--- config.mk ---
export PLATFORM = sky130hd
export DESIGN_NAME = restoring_divide_fsmd
export DESIGN_NICKNAME = d
export VERILOG_FILES = /design/src/rtl/arith_pkg.sv /design/src/rtl/div_restore_step.sv /design/src/rtl/restoring_divide_fsmd.sv
export SDC_FILE = /design/constraint.sdc
export NUM_CORES = 1
export LEC_CHECK = 0
export ABC_AREA = 1
export CELL_PAD_IN_SITES_DETAIL_PLACEMENT = 0
export CELL_PAD_IN_SITES_GLOBAL_PLACEMENT = 1
export CORE_MARGIN = 4
export CORE_UTILIZATION = 45
export CTS_CLUSTER_DIAMETER = 80
export DETAILED_ROUTE_END_ITERATION = 7
export PLACE_DENSITY_LB_ADDON = 0.1
export SYNTH_ARGS = -nofsm -noshare
export SYNTH_HDL_FRONTEND = slang
export SYNTH_SLANG_ARGS = --single-unit
export TNS_END_PERCENT = 20
--- constraint.sdc ---
create_clock -name clk_i -period 3.2 [get_ports clk_i]
set_input_delay 0.32 -clock clk_i [delete_from_list [all_inputs] [get_ports clk_i]]
set_output_delay 0.32 -clock clk_i [all_outputs]
set_load 0.05 [all_outputs]
--- src/rtl/arith_pkg.sv ---
// Shared arithmetic package: FSM state encoding, default width and sign helpers
// used by both the sequential divider and the Booth multiplier.
package arith_pkg;

    localparam int DATA_SIZE_DEFAULT = 8;
    localparam int MAX_WIDTH         = 64;

    typedef enum logic [1:0] {
        IDLE = 2'b00,
        CALC = 2'b01,
        FIX  = 2'b10,
        DONE = 2'b11
    } state_t;

    // Callers zero-extend into MAX_WIDTH and truncate the result back to their own width.
    function automatic logic [MAX_WIDTH-1:0] negate(input logic [MAX_WIDTH-1:0] value);
        return ~value + MAX_WIDTH'(1);
    endfunction

    function automatic logic [MAX_WIDTH-1:0] cond_negate(input logic [MAX_WIDTH-1:0] value,
                                                         input logic                 neg);
        return neg ? negate(value) : value;
    endfunction

    function automatic logic [MAX_WIDTH-1:0] abs_value(input logic [MAX_WIDTH-1:0] value,
                                                       input logic                 sign_bit);
        return cond_negate(value, sign_bit);
    endfunction

endpackage

--- src/rtl/div_restore_step.sv ---
// One restoring-division iteration on unsigned magnitudes: shift {rem,quo} left,
// trial-subtract the divisor and keep the difference only when it does not borrow.
module div_restore_step #(
    parameter int DATA_SIZE = 8
) (
    input  logic [DATA_SIZE-1:0] rem,
    input  logic [DATA_SIZE-1:0] quo,
    input  logic [DATA_SIZE-1:0] divisor,
    output logic [DATA_SIZE-1:0] next_rem,
    output logic [DATA_SIZE-1:0] next_quo
);

    logic [DATA_SIZE:0] shifted;
    logic [DATA_SIZE:0] trial;
    logic               borrow;

    // rem < divisor <= 2^(N-1) keeps the shifted value below 2^N, so the top trial bit is a true borrow.
    assign shifted  = {rem, quo[DATA_SIZE-1]};
    assign trial    = shifted - {1'b0, divisor};
    assign borrow   = trial[DATA_SIZE];
    assign next_rem = borrow ? shifted[DATA_SIZE-1:0] : trial[DATA_SIZE-1:0];
    assign next_quo = {quo[DATA_SIZE-2:0], ~borrow};

endmodule

--- src/rtl/restoring_divide_fsmd.sv ---
// Sequential signed restoring divider with the Booth multiplier's start/finish handshake;
// quotient truncates toward zero and the remainder takes the dividend's sign.
module restoring_divide_fsmd
    import arith_pkg::*;
#(
    parameter int DATA_SIZE = DATA_SIZE_DEFAULT
) (
    input  logic                 clk_i,
    input  logic                 reset_ni,
    input  logic                 enable_i,
    input  logic [DATA_SIZE-1:0] dividend_i,
    input  logic [DATA_SIZE-1:0] divisor_i,
    output logic                 data_valid_o,
    output logic [DATA_SIZE-1:0] quotient_o,
    output logic [DATA_SIZE-1:0] remainder_o,
    output logic                 div_by_zero_o
);

    localparam int              CW         = $clog2(DATA_SIZE + 1);
    localparam logic [CW-1:0]   COUNT_INIT = CW'(DATA_SIZE);

    state_t               state;
    state_t               next_state;
    logic [CW-1:0]        count;
    logic [DATA_SIZE-1:0] rem;
    logic [DATA_SIZE-1:0] quo;
    logic [DATA_SIZE-1:0] mag_d;
    logic [DATA_SIZE-1:0] step_rem;
    logic [DATA_SIZE-1:0] step_quo;
    logic [DATA_SIZE-1:0] mag_n_in;
    logic [DATA_SIZE-1:0] mag_d_in;
    logic [DATA_SIZE-1:0] quo_signed;
    logic [DATA_SIZE-1:0] rem_signed;
    logic                 sign_q;
    logic                 sign_r;
    logic                 divisor_zero;

    assign divisor_zero = (divisor_i == '0);
    assign mag_n_in     = DATA_SIZE'(abs_value(MAX_WIDTH'(dividend_i), dividend_i[DATA_SIZE-1]));
    assign mag_d_in     = DATA_SIZE'(abs_value(MAX_WIDTH'(divisor_i), divisor_i[DATA_SIZE-1]));
    assign quo_signed   = DATA_SIZE'(cond_negate(MAX_WIDTH'(quo), sign_q));
    assign rem_signed   = DATA_SIZE'(cond_negate(MAX_WIDTH'(rem), sign_r));

    div_restore_step #(
        .DATA_SIZE (DATA_SIZE)
    ) u_step (
        .rem      (rem),
        .quo      (quo),
        .divisor  (mag_d),
        .next_rem (step_rem),
        .next_quo (step_quo)
    );

    always_ff @(posedge clk_i or negedge reset_ni) begin
        if (!reset_ni) begin
            state <= IDLE;
        end else begin
            state <= next_state;
        end
    end

    always_comb begin
        next_state = state;
        case (state)
            IDLE: if (enable_i) next_state = divisor_zero ? DONE : CALC;
            CALC: if (count == CW'(1)) next_state = FIX;
            FIX:  next_state = DONE;
            DONE: if (enable_i) next_state = IDLE;
            default: next_state = IDLE;
        endcase
    end

    // Datapath and registered outputs; quotient/remainder only change on FIX or a zero divisor.
    always_ff @(posedge clk_i or negedge reset_ni) begin
        if (!reset_ni) begin
            count         <= '0;
            rem           <= '0;
            quo           <= '0;
            mag_d         <= '0;
            sign_q        <= 1'b0;
            sign_r        <= 1'b0;
            data_valid_o  <= 1'b0;
            quotient_o    <= '0;
            remainder_o   <= '0;
            div_by_zero_o <= 1'b0;
        end else begin
            case (state)
                IDLE: begin
                    if (enable_i && divisor_zero) begin
                        quotient_o    <= '1;
                        remainder_o   <= dividend_i;
                        div_by_zero_o <= 1'b1;
                        data_valid_o  <= 1'b1;
                    end else if (enable_i) begin
                        quo    <= mag_n_in;
                        mag_d  <= mag_d_in;
                        rem    <= '0;
                        count  <= COUNT_INIT;
                        sign_q <= dividend_i[DATA_SIZE-1] ^ divisor_i[DATA_SIZE-1];
                        sign_r <= dividend_i[DATA_SIZE-1];
                    end
                end
                CALC: begin
                    rem   <= step_rem;
                    quo   <= step_quo;
                    count <= count - CW'(1);
                end
                FIX: begin
                    quotient_o   <= quo_signed;
                    remainder_o  <= rem_signed;
                    data_valid_o <= 1'b1;
                end
                DONE: begin
                    if (enable_i) begin
                        data_valid_o  <= 1'b0;
                        div_by_zero_o <= 1'b0;
                    end
                end
                default: ;
            endcase
        end
    end

endmodule

==> flow_metrics.tcl <==
set metrics [dict create \
    outcome "finished clean" \
    start_util_pct 46.8 \
    r2r_start "state[0]" \
    timing.final.crit_share_pct 68.1 \
    maxSlewViolCount 0 \
    slowest_stage "dfrtp_1" \
    vias 3151 \
    synth.distinct_cells 36 \
    antenna_cells 0 \
    drv_cap 0 \
    ir_worst_vdd_v 0.000499 \
    r2r_slack_ps 1020 \
    async_flop_share_pct 100 \
    path_max_fanout 25 \
    post-cts-setup-buffer-count 0 \
    htree_levels 2 \
    syn_inst 472 \
    final_area_sq_mm 0.00394 \
    timing.final.ws_setup_ps 1020 \
    synth_edf_count 0 \
    clock.fmax_mhz 459 \
    grtUsageTotal_pct 20.5 \
    hold_viol 0 \
    yosys.area.top_type "dfrtp_1" \
    antenna_found_initial 0 \
    grt_max_degree 34 \
    yosys-top-cells-area "dfrtp_1 36%, nand2_1 13%, nand3_1 10%, ha_1 6.9%, inv_1 6.9%" \
    via_per_inst 5.24 \
    coreArea_sq_mm 0.00737 \
    pre_cts_ws_ps 737 \
    die_area_sq_mm 0.00913 \
    die_x_um 95.6 \
    p_leak_uw 0.00195 \
    dieHeight_um 95.6 \
    grt_overflow_total 0 \
    root_buffer "clkbuf_8" \
    fin_skew_ps 15.4 \
    min_period_ps 2180 \
    synthTopCellsByCount "117 x nand2_1, 72 x nand3_1, 63 x inv_1" \
    endpoint_kind "register" \
    postPlaceCellArea_sq_mm 0.00386 \
    critPathArrivalTime_ps 2420 \
    hpwl_mm 6.78 \
    r2r_cells 8 \
    syn-cell-area_sq_mm 0.00345 \
    cts_tree "built" \
    yosys_most_used_dff "dfrtp_1" \
    rsz0062_at_grt "no" \
    grt_pass1_wl_mm 14.6 \
    dr.first_iter.drc_count 179 \
    setup-tns-final_ps 0 \
    clkTransAtPathRegs_ps 100 \
    power_density_mw_per_mm2 1090 \
    r2r_end "rem[1]" \
    tightest_slew_ps 813 \
    dr.pass1.iters 4 \
    final-setup-viol-count 0 \
    start_kind "register" \
    grt_pass1_vias 2939 \
    cts-buffers-inserted 5 \
    fin_nets 541 \
    area_delta_synth_final_pct 14.2 \
    worst_path_most_repeated_cell "nand2_1" \
    insertion_delay_ps 310 \
    routabilityCongestion 0.844 \
    crit_chain "inv_1 -> ha_1 -> nand2_1 -> nor2_2 -> inv_4 -> a21oi_4 -> nand3_1 -> nand2_1" \
    critical_path_buf_inv_count 2 \
    syn_avg_cell_area_sq_um 7.31 \
    drtAntennaViolNets 0 \
    worstSetupPathType "reg2reg" \
    yosys_warnings 0 \
    synth_top_area_share_pct 36.3 \
    required_ps 3440 \
    finalPower_uw 4280 \
    critical_path.top_delay_family "simple AND/OR/NAND/NOR gates" \
    ys_seq_area_share_pct 36.3 \
    avgRoutedWirePerCell_um 14.5 \
    numPortBuffers 36 \
    hold_class "in2async" \
    holdBufCountCts 0 \
    drt-total-wl_mm 8.69 \
    synth_most_common_cell "nand2_1" \
    rows 31 \
    numClockSinks 50 \
    drive_gt1_share_pct 4.98 \
    clk_path_buf_depth 2 \
    whs_ps 95.9 \
    io_pins 37 \
    drc_errors 0 \
    ys_seq_elements 50 \
    critPathMaxStageDelay_ps 410 \
    synth_fp_nets 511 \
    postCtsResizedCells 0 \
    relSlewSlack_pct 45.8 \
]
[power by group]
part | internal [uW] | switching (uW) | total, uW
Clock | 152 | 219 | 371
Sequential | 915 | 222 | 1140
Combinational | 938 | 1830 | 2770
[worst max-delay path by stage]
stage	from	end	cells after the start
after global placement	divisor_i[0]	count[2]	11
final	state[0]	rem[1]	8
after detailed placement	divisor_i[0]	count[2]	11
after CTS	state[0]	count[2]	9
after global routing	state[0]	rem[2]	8
after floorplan	quo[7]	rem[7]	12
[placed cells by master (no fill, tap or decap), drive strengths merged, types with 11 or more instances in the layout]
cell type / n
nand2: 123
clkdlybuf4s50: 35
inv: 65
o211ai: 11
nand3: 74
a21oi: 17
ha: 19
dfrtp: 50
xor2: 12
nor2: 32
o21ai: 27
[kinds of logic after synthesis]
| logic type | after synthesis | share of synthesized area (%) |
|---|---|---|
| and+or+nand+nor | 241 | 31.1 |
| buffers and inverters | 79 | 9.47 |
| AOI/OAI and AO/OA | 69 | 12.4 |
| DFF | 50 | 36.3 |
| adders and majority gates | 20 | 7.47 |
| xor gates and xnor gates | 13 | 3.30 |
[metrics by stage]
stage                     std cells  utilization, %
after CTS                       601            53.4
after floorplan                 472               -
after global routing            601            53.4
after detailed placement        594            52.3
final                           601            53.4
after global placement          594            52.3
[state kept, by name, indices dropped and copies added (netlist names)]
signal and flops:
quotient_o 8, data_valid_o 1, remainder_o 8, quo 8, sign_r 1, count 4, sign_q 1, state 2
mag_d 8, div_by_zero_o 1, rem 8
[final cells by class]
class	instances	area, sq um
Clock buffer	5	68.8
Clock inverter	2	13.8
Fill cell	784	3430
Inverter	65	246
Multi-Input combinational cell	343	1870
Sequential cell	50	1250
Tap cell	99	124
Timing Repair Buffer	37	363
[per-layer routing]
metal	GRT usage [%]	up-vias	wire (um)
met5	0	-	0
met4	3.55	0	67
met3	3.08	6	427
met2	31.3	78	3780
met1	31.0	1460	4420
li1	-	1607	-
(Power assumes the default switching activity.)
